[src/rtl/imm_extend_pipe.sv]
// Purpose : decode/extend a 12-bit split immediate or a 20-bit upper immediate
//           from a 32-bit instruction word to XLEN bits, with a sideband tag.
// Latency : 1 cycle from input transfer to Out_Valid when the output stage
//           is empty or draining.
// Backpressure: valid/ready on both sides; an output register plus one skid
//           entry absorb a stall, and In_Ready drops while the skid is full.
//
// Ports:
//   clk, rst                     clock, synchronous active-high reset
//   In, ImmSrc, Tag_In           instruction word, format select, sideband tag
//   In_Valid / In_Ready          input handshake (In_Ready is a flop output)
//   Imm_Ext, Tag_Out, Illegal    registered result, aligned tag, bad-format flag
//   Out_Valid / Out_Ready        output handshake
//   Illegal_Cnt                  saturating count of accepted illegal formats

module imm_extend_pipe #(
   parameter int XLEN  = 32,
   parameter int TAG_W = 5,
   parameter int CNT_W = 8
) (
   input  logic             clk,
   input  logic             rst,
   input  logic [31:0]      In,
   input  logic [2:0]       ImmSrc,
   input  logic [TAG_W-1:0] Tag_In,
   input  logic             In_Valid,
   output logic             In_Ready,
   output logic [XLEN-1:0]  Imm_Ext,
   output logic [TAG_W-1:0] Tag_Out,
   output logic             Illegal,
   output logic             Out_Valid,
   input  logic             Out_Ready,
   output logic [CNT_W-1:0] Illegal_Cnt
);

   // ---------------------------------------------------------------
   // Input-side extension (combinational)
   // ---------------------------------------------------------------
   logic [11:0]     fld_s;   // {In[31:26], In[22:17]}
   logic [11:0]     fld_b;   // {In[31:26], In[10:5]}
   logic [31:0]     fld_u;   // upper immediate, low 12 bits cleared
   logic [XLEN-1:0] ext_imm;
   logic            ext_ill;

   assign fld_s = {In[31:26], In[22:17]};
   assign fld_b = {In[31:26], In[10:5]};
   assign fld_u = {In[31:12], 12'b0};

   // Instruction bits no format looks at.
   logic unused_in;
   assign unused_in = ^{In[11], In[4:0]};

   // A size cast of a signed operand sign-extends; of an unsigned one, zero-extends.
   always_comb begin
      ext_imm = '0;
      ext_ill = 1'b0;
      case (ImmSrc)
         3'b001:  ext_imm = XLEN'($signed(fld_s));
         3'b010:  ext_imm = XLEN'($signed(fld_b));
         3'b011:  ext_imm = XLEN'(fld_s);
         3'b100:  ext_imm = XLEN'(fld_b);
         3'b101:  ext_imm = XLEN'($signed(fld_u));
         default: ext_ill = 1'b1;   // 000, 110, 111
      endcase
   end

   // ---------------------------------------------------------------
   // Output register + skid register
   // ---------------------------------------------------------------
   logic             out_vld;
   logic [XLEN-1:0]  out_imm;
   logic [TAG_W-1:0] out_tag;
   logic             out_ill;

   logic             skid_vld;
   logic [XLEN-1:0]  skid_imm;
   logic [TAG_W-1:0] skid_tag;
   logic             skid_ill;

   logic             in_rdy_q;   // always equals !skid_vld, kept as its own flop
   logic [CNT_W-1:0] ill_cnt;

   logic in_xfer;
   logic out_xfer;

   assign in_xfer  = In_Valid & in_rdy_q;
   assign out_xfer = out_vld & Out_Ready;

   always_ff @(posedge clk) begin
      if (rst) begin
         out_vld  <= 1'b0;
         out_imm  <= '0;
         out_tag  <= '0;
         out_ill  <= 1'b0;
         skid_vld <= 1'b0;
         skid_imm <= '0;
         skid_tag <= '0;
         skid_ill <= 1'b0;
         in_rdy_q <= 1'b1;
         ill_cnt  <= '0;
      end else begin
         if (out_xfer) begin
            if (skid_vld) begin
               // In_Ready was low, so no input can arrive in this cycle.
               out_imm  <= skid_imm;
               out_tag  <= skid_tag;
               out_ill  <= skid_ill;
               skid_vld <= 1'b0;
               in_rdy_q <= 1'b1;
            end else if (in_xfer) begin
               out_imm <= ext_imm;
               out_tag <= Tag_In;
               out_ill <= ext_ill;
            end else begin
               out_vld <= 1'b0;
            end
         end else if (in_xfer) begin
            if (!out_vld) begin
               out_vld <= 1'b1;
               out_imm <= ext_imm;
               out_tag <= Tag_In;
               out_ill <= ext_ill;
            end else begin
               // Output is stalled: park the new entry in the skid.
               skid_vld <= 1'b1;
               skid_imm <= ext_imm;
               skid_tag <= Tag_In;
               skid_ill <= ext_ill;
               in_rdy_q <= 1'b0;
            end
         end

         if (in_xfer && ext_ill && (ill_cnt != '1))
            ill_cnt <= ill_cnt + CNT_W'(1);
      end
   end

   assign In_Ready    = in_rdy_q;
   assign Out_Valid   = out_vld;
   assign Imm_Ext     = out_imm;
   assign Tag_Out     = out_tag;
   assign Illegal     = out_ill;
   assign Illegal_Cnt = ill_cnt;

endmodule

[config.mk]
export PLATFORM = sky130hd
export DESIGN_NAME = imm_extend_pipe
export DESIGN_NICKNAME = d
export VERILOG_FILES = /design/src/rtl/imm_extend_pipe.sv
export SDC_FILE = /design/constraint.sdc
export NUM_CORES = 1
export LEC_CHECK = 0
export ABC_AREA = 1
export CELL_PAD_IN_SITES_DETAIL_PLACEMENT = 2
export CELL_PAD_IN_SITES_GLOBAL_PLACEMENT = 2
export CORE_AREA = 2 2 122 124
export CTS_CLUSTER_DIAMETER = 80
export CTS_CLUSTER_SIZE = 30
export DETAILED_ROUTE_END_ITERATION = 7
export DIE_AREA = 0 0 124 126
export PLACE_DENSITY = 0.94
export REMOVE_ABC_BUFFERS = 1
export SYNTH_ARGS = -nofsm -noshare
export SYNTH_HDL_FRONTEND = slang
export SYNTH_SLANG_ARGS = --single-unit
export TNS_END_PERCENT = 20
[constraint.sdc]
create_clock -name clk -period 3.91 [get_ports clk]
set_input_delay 1.173 -clock clk [delete_from_list [all_inputs] [get_ports clk]]
set_output_delay 1.173 -clock clk [all_outputs]
set_load 0.01 [all_outputs]
==> results of run 1 <==
-- worst max-delay path: cells and delay by family --
family                     cells  cell delay, ns
buffers and inverters          3            1.21
AOI/OAI and AO/OA              2            0.40
adders and majority gates      1            0.25
and+or+nand+nor                2            0.20
-- layout by cell type, fill, tap and decap left out, types with 2 or more instances in the layout --
master / count
buf_4: 5
nand2_2: 3
bufinv_16: 2
a21oi_1: 72
o21ai_1: 29
clkbuf_16: 9
nor2_4: 2
ha_1: 2
nand3_1: 26
clkbuf_1: 2
clkbuf_8: 2
clkdlybuf4s50_1: 85
dfxtp_1: 87
a21oi_2: 6
nand3_2: 2
inv_2: 10
inv_1: 49
nor2_8: 2
xor2_1: 2
o21ai_0: 57
nand2_1: 110
nor2_1: 94
-- metal layers --
metal	global-route usage	vias up	wire length (µm)
met5	0	-	0
met4	0.0687	0	231
met3	0.0349	16	487
met2	0.374	73	8190
met1	0.239	2202	6860
li1	-	2065	-
-- logic make-up (layout without fill, tap and decap cells) --
family / Yosys count / after routing / share of synthesized area
AOI/OAI and AO/OA: 168 / 168 / 0.209
xor gates and xnor gates: 3 / 3 / 0.00628
adders and majority gates: 2 / 2 / 0.00597
buffers and inverters: 93 / 166 / 0.111
DFF: 87 / 87 / 0.416
and+or+nand+nor: 245 / 245 / 0.253
-- state kept, by name (all words and copies together) (netlist names) --
name         flops
skid_vld         1
Tag_Out          5
Illegal_Cnt      8
skid_ill         1
Out_Valid        1
skid_tag         5
Illegal          1
skid_imm        32
Imm_Ext         32
In_Ready         1
-- cells in the mapped netlist, drive strengths merged --
cell	n
nand4	2
o211ai	1
xnor2	1
buf	25
nor2	99
clkbuf	8
xor2	2
ha	2
nand3b	1
a31oi	1
nand3	29
o31ai	1
inv	60
dfxtp	87
o21ai	87
nand2	114
a21oi	78
-- worst max-delay path by stage --
stage / cells past startpoint / start / end
2_1_floorplan: 7 / In_Valid / Illegal
3_3_place_gp: 8 / Out_Ready / Imm_Ext[24]
3_5_place_dp: 8 / Out_Ready / Imm_Ext[12]
4_1_cts: 8 / Out_Ready / Imm_Ext[28]
5_1_grt: 8 / Out_Ready / Illegal
6_report: 8 / Out_Ready / Illegal
-- through the flow --
stage	utilization	hold WS (ns)	area, µm²	power [µW]	cells
after detailed placement	0.354	0.453	5070	1500	839
final	0.377	0.457	5400	2460	855
after global placement	0.354	0.437	5070	1470	839
after global routing	0.377	0.494	5400	2560	855
after floorplan	-	0.427	3950	1250	565
after CTS	0.377	0.461	5400	2480	855
-- cell type report --
cell class,count,area [µm²]
fill,1727,8920
multi-input combinational,418,1980
sequential,87,1740
timing repair buffer,90,888
clock buffer,13,260
tap,184,230
inverter,60,228
clock inverter,3,65.1
-- power by group through the flow --
stage	Clock, µW	Combinational (µW)	Sequential [µW]
6_report	974	479	1010
5_1_grt	1020	528	1020
4_1_cts	988	486	1010
3_5_place_dp	0	475	1030
3_3_place_gp	0	450	1020
2_1_floorplan	0	208	1040
==> key figures, run 1 <==
Critical path
  • Critical Path Fanout Max: 39
  • Reg2Reg Setup Slack: 1.86 ns
  • CP Capture Type: flop
  • FF-to-FF Start: Out_Valid
  • Worst r2r path cells: 7
  • Critical path, cell by cell: clkdlybuf4s50_1, nand2_2, ha_1, inv_1, nand3_2, inv_2, o21ai_0, a21oi_1
  • Slowest cell on crit path: inv_2
  • Startpoint types: primary input
  • Setup Crit Path Kind: in -> reg
  • Critical path required time: 4.18 ns
  • R2R Path End: Illegal
  • CP max stage delay: about 0.59 ns
  • CP Data Arrival Time: between 3 and 4 ns

Timing
  • Number of hold violations in the final report: 0
  • Period minus WS final: 2.98 ns
  • Worst-Margin Slew: 0.821 ns
  • Endpoints failing setup: 0
  • Final worst slack: a little over 0.9 ns
  • Fmax: about 0.34 GHz
  • Max_slew headroom: 0.452
  • Setup TNS: 0 ns
  • Unrepaired setup endpoints after global routing: false
  • Slew Limit Fails: 0
  • Setup Skew: 0.0100 ns
  • Final period util: 0.761

Min path
  • Hold Path Sink: skid_tag[0]
  • Hold_sp: skid_tag[0]
  • Tightest Hold Check Type: reg -> reg
  • Hold depth: 2

Final layout
  • ANT cells: 0
  • Syn-to-layout area delta: 28.9%
  • Final nets: a little over 700
  • Ratio of cells with drive above 1 in the final layout: 0.0745

Floorplanning
  • Die ar.: 15,600 µm²
  • I/O pin cnt: 92
  • Cell Rows: 44
  • Core area: 14,300 µm²
  • Die height: ~130 µm
  • Initial Util: 0.293
  • Die W: 124 µm

Outcome
  • Status: completed

Pwr
  • P_leak: between 0.002 and 0.0025 µW
  • Seq pwr share: 0.410
  • Cell internal pwr: 1760 µW
  • Worst VDD drop: 0.000260 V
  • Clock Power Share: 0.396
  • Sw power: 705 µW
  • PwrDens: 456 nW/µm²
  • Sw Share: 0.286
  • Combinational share of power: 0.194

Clock network
  • # resized after CTS: 0
  • Post-CTS setup buffers: 0
  • Cts bufs inserted: 9
  • CTS Hold Bufs: 0
  • Maximum clock path buffer count: 2
  • Htree depth: 3
  • CTS tree: done
  • CTS root buf: clkbuf_16
  • Later-pin clock latency in the skew report: 0.35 ns
  • Clock-pin slew of the registers on the worst-case setup and hold paths: 0.06 ns
  • CTS sink count: 87

Logic synthesis
  • Syn avg cell area: 7.00 µm²
  • Cell count after synthesis: 598
  • Synthesized flop and latch total: slightly below 90
  • Share of the yosys chip area belonging to registers: 0.416
  • Synth warn: 0
  • Post-Syn Area: 4190 µm²
  • Ranking of synthesized cells by area: dfxtp_1 42%, nand2_1 9.9%, a21oi_1 8.6%
  • Largest area contributor in the netlist: dfxtp_1
  • Post-synth top area share: 0.416
  • Synth cell types: 34

Global route
  • GRT overflow: 0
  • GRT Total Usage: 0.205
  • Global-route wire length before repair: around 25 mm
  • Largest net degree at the start of global routing: 56
  • Vias in the first global route: 4,854
  • Initial antenna violation count: 0

Drt
  • Wire per inst: 18.4 µm
  • Drt total wl: 15.8 mm
  • Via count: 4,356
  • DRC viols: 0
  • Via/cell ratio: 5.09
  • DRT antenna net count: 0
  • First drt pass iteration count: 4
  • Iteration-0 DRC Markers: 163

Placed design
  • Dpl ws: 0.647 ns
  • Port Buffers: 85
  • Detail Placement HPWL: between 9 and 10 mm
  • Routability Congestion: 0.747

Flow run
  • Max cap viols: 0
Power figures use the tool's default switching activity.
==> inputs of run 2 (changes only) <==
- CORE_AREA: 2 2 122 124 -> 2 2 126 128
- DIE_AREA: 0 0 124 126 -> 0 0 128 130
- PLACE_DENSITY: 0.94 -> 0.89
- clock period: 3.91 -> 2.8 ns (I/O delays scaled with it)
==> key figures, run 2 (synthesis gave the netlist of run 1 again) <==
Outcome
  • Status: completed

Timing
  • Worst-Margin Slew: 0.837 ns
  • Final period util: 0.847
  • Fmax: 0.422 GHz
  • Hold Worst Slack: 0.459 ns
  • Endpoints failing setup: 0
  • Unrepaired setup endpoints after global routing: false
  • Max_slew headroom: 0.441
  • Number of hold violations in the final report: 0
  • Setup TNS: 0 ns
  • Setup Skew: 0.0121 ns
  • Slew Limit Fails: 0
  • Period minus WS final: roughly 2.4 ns

Final layout
  • Most common cell after layout, fill and taps aside: nand2_1
  • Ratio of cells with drive above 1 in the final layout: 0.0884
  • Syn-to-layout area delta: 31.6%
  • Fillers: 1,846
  • Final nets: 720
  • Sequential cell area: 1740 µm²
  • Cell Count, Final, Fillers Out: 871
  • Commonest non-fill, non-tap cells in the layout: 110 x nand2_1, 94 x nor2_1, 87 x dfxtp_1, 85 x clkdlybuf4s50_1, 72 x a21oi_1
  • Multi-input logic area: 1980 µm²
  • ANT cells: 0
  • Final core utilization: 0.357

Critical path
  • FF-to-FF Start: Out_Valid
  • Critical path, cell by cell: clkdlybuf4s50_1, nand2_2, ha_1, inv_1, nand3_2, inv_2, buf_12, o21ai_0, a21oi_1
  • CP Data Arrival Time: roughly 2.7 ns
  • Worst r2r path cells: 8
  • Critical Path Fanout Max: 20
  • Critical path required time: 3.08 ns
  • Startpoint types: primary input
  • Setup Crit Path Kind: in -> reg
  • Reg2Reg Setup Slack: 0.96 ns
  • Buf/Inv on CP: 4
  • CP Capture Type: flop
  • CP max stage delay: around 0.53 ns
  • Crit path max-delay family: buffers and inverters
  • R2R Path End: Imm_Ext[26]
  • Slowest cell on crit path: clkdlybuf4s50_1

Drt
  • DRT antenna net count: 0
  • Via count: 4,337
  • Iteration-0 DRC Markers: just over 200
  • First drt pass iteration count: 4
  • DRC viols: 0
  • Drt total wl: 15.4 mm
  • Via/cell ratio: between 4 and 5
  • Wire per inst: roughly 18 µm

Min path
  • Hold Path Sink: skid_tag[1]
  • Hold_sp: skid_tag[1]
  • Hold depth: 2
  • Tightest Hold Check Type: reg -> reg

Floorplanning
  • I/O pin cnt: 92
  • Core area: 15,400 µm²
  • Cell Rows: 46
  • Die ar.: 16,600 µm²
  • Die height: around 130 µm
  • Initial Util: 0.271
  • Die W: about 130 µm

Placed design
  • Routability Congestion: roughly 0.74
  • Detail Placement HPWL: 10.2 mm
  • Placed cell count: ~860
  • Port Buffers: 85

Clock network
  • Later-pin clock latency in the skew report: 0.36 ns
  • Post-CTS setup buffers: 0
  • CTS Hold Bufs: 0
  • CTS tree: done
  • # resized after CTS: 0
  • Maximum clock path buffer count: 2
  • CTS root buf: clkbuf_16
  • Htree depth: 3
  • CTS sink count: 87
  • Cts bufs inserted: 9
  • Clock-pin slew of the registers on the worst-case setup and hold paths: approximately 0.070 ns

Global route
  • Vias in the first global route: 4,786
  • Largest net degree at the start of global routing: 56
  • GRT overflow: 0
  • GRT Total Usage: 0.194
  • Initial antenna violation count: 0
  • Global-route wire length before repair: roughly 25 mm

Pwr
  • Worst VDD drop: 0.000302 V
  • P_leak: 0.00246 µW
  • PwrDens: approximately 620 nW/µm²

Flow run
  • Max cap viols: 0
[run 2: tightest hold or removal path: cells and delay by family (launching register included)]
family	cells	cell delay, ns
DFF	1	0.30
buffers and inverters	1	0.06
AOI/OAI and AO/OA	1	0.06
[run 2: stage by stage]
step / total power (µW) / setup slack (ns) / instance area, µm²
5_1_grt: 3600 / 0.332 / 5510
3_5_place_dp: 2130 / 0.0844 / 5190
6_report: 3430 / 0.428 / 5510
2_1_floorplan: 1740 / 0.393 / 3950
4_1_cts: 3470 / 0.412 / 5510
3_3_place_gp: 2090 / 0.197 / 5190
[run 2: worst max path at each step]
stage	from	endpoint	slack, ns	cells past startpoint
2_1_floorplan	In_Valid	Illegal	0.39	7
3_3_place_gp	Out_Ready	Imm_Ext[19]	0.20	8
3_5_place_dp	Out_Ready	Imm_Ext[26]	0.08	9
4_1_cts	Out_Ready	Imm_Ext[26]	0.41	9
5_1_grt	Out_Ready	Imm_Ext[26]	0.33	9
6_report	Out_Ready	Imm_Ext[26]	0.43	9
[run 2: per-layer routing]
metal	routed length (µm)	global-route usage	vias to the layer above
met5	0	0	-
li1	-	-	2083
met4	221	0.0549	0
met3	536	0.0361	18
met1	6770	0.235	2153
met2	7900	0.352	83
[run 2: final cells by class]
class | instances | share of cell area
inverter | 60 | 0.0413
sequential | 87 | 0.316
multi-input combinational | 418 | 0.360
timing repair buffer | 98 | 0.181
tap | 192 | 0.0436
clock buffer | 9 | 0.0409
clock inverter | 7 | 0.0173
[run 2: power breakdown]
part	switching (µW)	internal, µW
Combinational	392	305
Clock	542	783
Sequential	65.7	1340
Total	1000	2430
==> inputs of run 3 (changes only) <==
- CORE_AREA: 2 2 126 128 -> 2 2 133 135
- DIE_AREA: 0 0 128 130 -> 0 0 135 137
- PLACE_DENSITY: 0.89 -> 0.85
- clock period: 2.8 -> 2.06 ns (I/O delays scaled with it)
==> key figures, run 3 (synthesis gave the netlist of run 1 again) <==
Timing
  • Setup TNS: 0 ns
  • Final worst slack: 0.0651 ns
  • Setup Skew: about 0.0068 ns
  • Fmax: 0.501 GHz
  • Slew Limit Fails: 0
  • Max_slew headroom: 0.808
  • Endpoints failing setup: 0
  • Worst-Margin Slew: roughly 0.28 ns
  • Number of hold violations in the final report: 0
  • Period minus WS final: 1.99 ns
  • Final period util: 0.968
  • Unrepaired setup endpoints after global routing: false

Final layout
  • Syn-to-layout area delta: 37.7%
  • ANT cells: 0
  • Final nets: 746
  • Commonest non-fill, non-tap cells in the layout: 110 x nand2_1, 94 x nor2_1, 86 x dfxtp_1, 84 x clkdlybuf4s50_1, 72 x a21oi_1
  • Most common cell after layout, fill and taps aside: nand2_1
  • Ratio of cells with drive above 1 in the final layout: 0.117
  • Fillers: 2,014

Min path
  • Hold Path Sink: skid_tag[1]
  • Hold_sp: skid_tag[1]
  • Hold depth: 2
  • Tightest Hold Check Type: reg -> reg

Clock network
  • Clock-pin slew of the registers on the worst-case setup and hold paths: about 0.06 ns
  • CTS sink count: 87
  • CTS tree: done
  • Htree depth: 3
  • Post-CTS setup buffers: 0
  • Cts bufs inserted: 9
  • CTS root buf: clkbuf_16
  • Later-pin clock latency in the skew report: between 0.3 and 0.4 ns
  • CTS Hold Bufs: 0
  • Maximum clock path buffer count: 2

Critical path
  • R2R Path End: Imm_Ext[10]
  • FF-to-FF Start: Out_Valid
  • Crit path max-delay family: buffers and inverters
  • Critical path required time: 1.44 ns
  • Critical Path Fanout Max: 6
  • Setup Crit Path Kind: reg -> out
  • Slowest cell on crit path: clkdlybuf4s50_1
  • Buf/Inv on CP: 1
  • CP Data Arrival Time: 1.38 ns
  • Reg2Reg Setup Slack: 0.44 ns
  • CP max stage delay: 0.59 ns
  • Startpoint types: flop
  • CP Capture Type: output pin
  • Worst r2r path cells: 8
  • Critical path, cell by cell: clkdlybuf4s50_1

Global route
  • Largest net degree at the start of global routing: 43
  • GRT overflow: 0
  • Initial antenna violation count: 0
  • GRT Total Usage: 0.176
  • Global-route wire length before repair: 25.3 mm
  • Vias in the first global route: 4,902

Floorplanning
  • Die height: 137 µm
  • Die ar.: about 18,000 µm²
  • Die W: 135 µm
  • I/O pin cnt: 92
  • Core area: between 15,000 and 20,000 µm²
  • Initial Util: 0.246
  • Cell Rows: 48

Placed design
  • Dpl ws: -0.223 ns
  • Port Buffers: 85
  • Detail Placement HPWL: 11.3 mm
  • Routability Congestion: 0.742

Drt
  • Via count: 4,427
  • Via/cell ratio: between 4 and 5
  • DRT antenna net count: 0
  • Iteration-0 DRC Markers: 134
  • Drt total wl: 15.8 mm
  • First drt pass iteration count: 4
  • DRC viols: 0
  • Wire per inst: around 17 µm

Pwr
  • P_leak: approximately 0.0026 µW
  • Sw power: approximately 1300 µW
  • Worst VDD drop: 0.000396 V
  • PwrDens: 763 nW/µm²
  • Seq pwr share: 0.436
  • Combinational share of power: 0.230
  • Sw Share: 0.297
  • Clock Power Share: 0.335
  • Cell internal pwr: 3090 µW

Outcome
  • Status: completed

Flow run
  • Max cap viols: 0
[run 3: cell type report]
type | instances | area (µm²) | area share
repair buffers | 124 | 1280 | 0.223
inverters | 60 | 228 | 0.0395
well taps | 225 | 282 | 0.0488
clock inverters | 2 | 10.0 | 0.00174
clock buffers | 12 | 236 | 0.0410
multi-input cells | 418 | 1980 | 0.344
flip-flops and latches | 87 | 1740 | 0.302
[run 3: through the flow]
step                hold slack (ns)  area (µm²)  utilization  instances  power [µW]
floorplan                     0.427        3950            -        565        2370
global placement              0.433        5520        0.323        914        2910
detailed placement            0.444        5520        0.323        914        2970
CTS                           0.453        5760        0.338        928        4470
global route                  0.470        5770        0.338        928        4630
finish                        0.451        5770        0.338        928        4400
[run 3: worst max path at each step]
stage               slack [ns]  depth (start not counted)      start          end
floorplan                -0.13                          7   In_Valid      Illegal
global placement         -0.15                          8  Out_Ready  Imm_Ext[26]
detailed placement       -0.22                         10  ImmSrc[2]   Imm_Ext[6]
CTS                       0.04                          1  Out_Valid    Out_Valid
global route             0.005                          9  Out_Ready  Imm_Ext[30]
finish                    0.07                          1  Out_Valid    Out_Valid
[run 3: power groups by stage]
stage / clock network [µW] / registers, µW / logic, µW
global route: 1580 / 1930 / 1110
finish: 1470 / 1920 / 1010
CTS: 1520 / 1920 / 1030
detailed placement: 0 / 1950 / 1010
global placement: 0 / 1940 / 962
floorplan: 0 / 1970 / 394
[run 3: timing repair]
item,in CTS,in global routing
resized for setup,1,1
pin swaps,0,0
setup endpoints to repair,1,1
cloned,0,0
[run 3: per-layer routing]
metal | track usage | vias up | part of all wire
met5 | 0 | - | 0
met4 | 0.0457 | 0 | 0.012
met3 | 0.0293 | 15 | 0.027
met2 | 0.337 | 64 | 0.54
met1 | 0.201 | 2225 | 0.43
li1 | - | 2123 | -
==> RTL change 1: new RTL, settings of run 1 <==
`TAG_W`: 5 -> 10.
--- a/src/rtl/imm_extend_pipe.sv
+++ b/src/rtl/imm_extend_pipe.sv
@@ -15,7 +15,7 @@
 
 module imm_extend_pipe #(
    parameter int XLEN  = 32,
-   parameter int TAG_W = 5,
+   parameter int TAG_W = 10,
    parameter int CNT_W = 8
 ) (
    input  logic             clk,
Interface: changed (resized Tag_In and Tag_Out); port bits go from 92 to 102. The function was not compared with the original's and may differ.
==> RTL change 1 against run 1 <==
- synthesized area is 9.2% higher
- worst setup slack better by 0.17 ns
- hold slack better by 0.0087 ns
- power is 1.0% higher
- wire length is 4.8% higher
- design area is 9.0% higher
- via count is 7.6% higher
- sequential cell count is 10 higher
- largest cell class unchanged
- highest routed layer unchanged
==> RTL change 1: results (changes against run 1) <==
Yosys
  – Post-Synth XOR/XNOR Area: 0.574% (was 0.627%)
  – Post-synthesis sequential area ratio: 42.5% (was 41.6%)
  – Adder-cell share of the synthesized area: 0.547% (was 0.598%)
  – Library cells used by synthesis: 30 (was 34)
  – Post-synthesis compound-gate area fraction: 21.5% (was 20.9%)

Global route
  – Total track usage: 21.9% (was 20.5%)
  – Met2 GRT Util: 39.5% (was 37.4%)
  – Met1 Usage GRT: 26.7% (was 23.9%)
  – Initial antenna violation count: 1 (was 0)
  – Pin count of the biggest net entering global routing: 43 (was 56)

Worst setup path
  – Critical Path Max Stage Delay: 0.54 ns (was 0.59 ns)
  – Worst Path Max Fanout: 29 (was 39)
  – Slowest CP cell: clkdlybuf4s50_1 (was inv_2)

Route
  – Final WL: 16500 um (was 15800 um)
  – M1 WL: 7400 um (was 6860 um)
  – DR iter-0 viols: 201 (was 163)
  – Met2 WL: 8370 um (was 8190 um)
  – Met3 routed wirelength: 561 um (was 487 um)

Final layout
  – FILL cells: 1695 (was 1727)
  – Layout Nets: 782 (was 712)

Timing
  – Slew HR: 58.9% (was 45.2%)

Placed design
  – IO Port Bufs: 95 (was 85)
  – Setup slack at placement: 0.729 ns (was 0.647 ns)
  – Post-DP HPWL: 10800 um (was 9820 um)

Worst hold path
  – Hold Startpoint: skid_tag[8] (was skid_tag[0])

Pwr
  – P_clk: 0.833 mW (was 0.974 mW)
  – Comb pwr: 0.530 mW (was 0.479 mW)
  – Max VDD drop: 0.187 mV (was 0.260 mV)
  – Sw frac: 29.7% (was 28.6%)

Run status
  – Status: finished, final reports clean (unchanged)
## RTL change 1: per-stage QoR
stage	power [mW]	area, um2	cells	utilization, %	hold WS (ns)
6_report	2.49	5880	919	41.1	0.466
2_1_floorplan	1.39	4360	616	-	0.432
3_3_place_gp	1.64	5620	904	39.3	0.444
5_1_grt	2.61	5880	919	41.1	0.500
4_1_cts	2.52	5880	919	41.1	0.467
3_5_place_dp	1.68	5620	904	39.3	0.455
## RTL change 1: final cells by class
cell class              count  area, um2  area share (%)
inverters                  65        244            4.15
repair buffers            104       1030            17.5
clock buffers              13        250            4.25
multi-input cells         454       2170            36.9
flip-flops and latches     97       1940            33.0
well taps                 184        230            3.91
clock inverters             2       15.0           0.255
## RTL change 1: final timing paths
| check | end | slack, ns | cells after the start |
|---|---|---|---|
| max | Imm_Ext[26] | 1.11 | 9 |
| min | skid_tag[8] | 0.47 | 2 |
| max reg2reg | Imm_Ext[26] | 2.03 | 8 |
| min reg2reg | skid_tag[8] | 0.47 | 2 |
==> RTL change 2: new RTL, settings of run 1 <==
Without the edit above. Make the reset (`rst`) asynchronous in one clocked block. Comments in the files are not updated.
--- a/src/rtl/imm_extend_pipe.sv
+++ b/src/rtl/imm_extend_pipe.sv
@@ -86,7 +86,7 @@
    assign in_xfer  = In_Valid & in_rdy_q;
    assign out_xfer = out_vld & Out_Ready;
 
-   always_ff @(posedge clk) begin
+   always_ff @(posedge clk or posedge rst) begin
       if (rst) begin
          out_vld  <= 1'b0;
          out_imm  <= '0;
Check against the original RTL: differs if rst is asserted again (counterexample within 4 cycles, from zero or initial values and one cycle with rst high); with rst held inactive, the same outputs for 4 cycles.
==> RTL change 2 against run 1 <==
- count of clock-buffer cells in the layout is 4 lower
- synthesized area is 0.66% higher
- via count down 6.7%
- sequential cell count stayed put
- critical path depth shrank 1
- wire length fell by 8.5%
- synthesized cell count is 7.9% lower
- worst setup slack better by 0.11 ns
- clock skew down 0.00084 ns
- design area grew 3.3%
- highest routed layer unchanged
Power is not compared: it rests on default switching activity, and its combinational part moved more than twofold at a synthesized area within 25%.
==> RTL change 2: results (changes against run 1) <==
Placed design
  – Final Wtd Congestion: 0.737 (was 0.747)
  – Post-DP HPWL: 9590 um (was 9820 um)
  – IO Port Bufs: 85 (unchanged)

Route
  – DR iter-0 viols: 155 (was 163)
  – Post-DRT Antenna Nets: 0 (unchanged)
  – First-pass DRT Iterations: 4 (unchanged)
  – Final WL: 14400 um (was 15800 um)
  – Vias post-DR: 4065 (was 4356)

CTS
  – Post-CTS Repair Setup Buffers: 0 (unchanged)
  – CTS Buffer Depth: 2 (unchanged)
  – Clk slew on worst S/H paths: 0.07 ns
  – Clk Latency, worst-skew pair: 0.36 ns
  – CTS buffer count: 9 (unchanged)
  – H-tree depth: 3 (unchanged)
  – Root Driver: clkbuf_16 (unchanged)
  – # resized after CTS: 0 (unchanged)

Global route
  – Initial antenna violation count: 0 (unchanged)
  – First-pass GRT wire length: 23300 um (was 25100 um)
  – Pin count of the biggest net entering global routing: 53 (was 56)
  – Total track usage: 19.5% (was 20.5%)
  – Vias in the first global route: 4601 (was 4854)

Timing
  – Worst Tran Pin Value: 0.624 ns (was 0.821 ns)
  – Final Skew: 0.00919 ns (was 0.0100 ns)
  – Final Hold Fails: 0 (unchanged)

Final layout
  – Layout cell share with drive strength beyond 1: 6.48% (was 7.45%)
  – Layout Nets: 674 (was 712)
  – Antenna Cells: 0 (unchanged)
  – FILL cells: 1667 (was 1727)

Worst setup path
  – Top delay family on crit path: buffers and inverters (unchanged)
  – Critical path arrival: 3.10 ns (was 3.24 ns)
  – Slowest CP cell: clkdlybuf4s50_1 (was inv_2)
  – Worst Path Max Fanout: 26 (was 39)
  – Critical Path Max Stage Delay: 0.50 ns (was 0.59 ns)

Pwr
  – LEAKAGE: 2.94 nW
  – Max VDD drop: 0.158 mV

Yosys
  – Library cells used by synthesis: 22 (was 34)
  – Top post-synthesis cells by count: 194 x nand2_1, 95 x nor2_1, 86 x dfrtp_1 (was 110 x nand2_1, 94 x nor2_1, 87 x dfxtp_1)
  – Largest cells by area after synthesis: dfrtp_1 51%, nand2_1 17%, nor2_1 8.5% (was dfxtp_1 42%, nand2_1 9.9%, a21oi_1 8.6%)
  – Ys Warns: 0 (unchanged)
  – Ys async rst share: 100% (was 0%)
  – Post-synthesis sequential area ratio: 51.7% (was 41.6%)

Worst hold path
  – Worst min path class: reg -> reg (unchanged)

Run status
  – Status: finished, final reports clean (unchanged)
-- RTL change 2: changes by cell type in the layout (fill, tap and decap cells not counted), sizes merged, moves of 25 or more --
cell	change
a21oi	-54
o21ai	-82
inv	-30
nand2	+83
a31oi	+25
dfxtp	-87
dfrtp	+86
-- RTL change 2: through the flow --
step	util [%]	setup WS, ns	area, um2	hold slack, ns	cells
2_1_floorplan	-	0.488	4060	0.449	524
3_3_place_gp	36.5	0.827	5230	0.462	801
3_5_place_dp	36.5	0.654	5230	0.472	801
4_1_cts	39.0	1.04	5580	0.491	817
5_1_grt	39.0	0.926	5580	0.514	817
6_report	39.0	1.05	5580	0.481	817
-- RTL change 2: metal layers --
layer / up-vias / routed length [um] / global-route usage [%]
li1: 1906 / - / -
met1: 2064 / 5920 / 22.9
met3: 25 / 643 / 4.80
met5: - / 0 / 0
met4: 0 / 329 / 7.27
met2: 70 / 7540 / 34.0
-- RTL change 2: final timing paths --
path | from | to | slack [ns] | cells past startpoint
min in group asynchronous | rst | skid_imm[30] | 1.24 | 2
worst min register to register | Imm_Ext[16] | Imm_Ext[16] | 0.48 | 2
worst max-delay path | Out_Ready | Tag_Out[4] | 1.05 | 7
max in group asynchronous | rst | Imm_Ext[24] | 1.99 | 3
worst max register to register | Out_Valid | Tag_Out[4] | 1.90 | 6
worst min-delay path | Imm_Ext[16] | Imm_Ext[16] | 0.48 | 2
-- RTL change 2: power by group --
part	leakage (nW)	internal [mW]	total, mW	switching [mW]
clock	0.166	0.627	1.02	0.397
sequential	1.20	0.900	0.900	0
combinational	1.57	0.0471	0.114	0.0665
total	2.94	1.57	2.04	0.463
-- RTL change 2: layout make-up --
class	count	area, um2	share of cell area, %
clock inverter	7	120	2.15
tap	184	230	4.13
clock buffer	9	225	4.04
timing repair buffer	93	936	16.8
inverter	30	116	2.09
sequential	87	2180	39.1
multi-input combinational	407	1770	31.7
-- RTL change 2: kinds of logic after synthesis --
logic type | count (synthesis) | share of synthesized area, %
buffers and inverters | 57 | 6.32
flip-flops | 87 | 51.7
AND/OR/NAND/NOR | 347 | 33.5
AO/OA/AOI/OAI | 55 | 7.30
XOR/XNOR | 3 | 0.623
adder cells (fa/ha/maj) | 2 | 0.594
-- RTL change 2: worst register-to-register path: stages, from the launching register on --
cell,delay (ns)
dfrtp_1,0.44
nand2_2,0.13
nor2_4,0.35
inv_2,0.33
buf_4,0.30
a21oi_1,0.23
a21oi_1,0.11
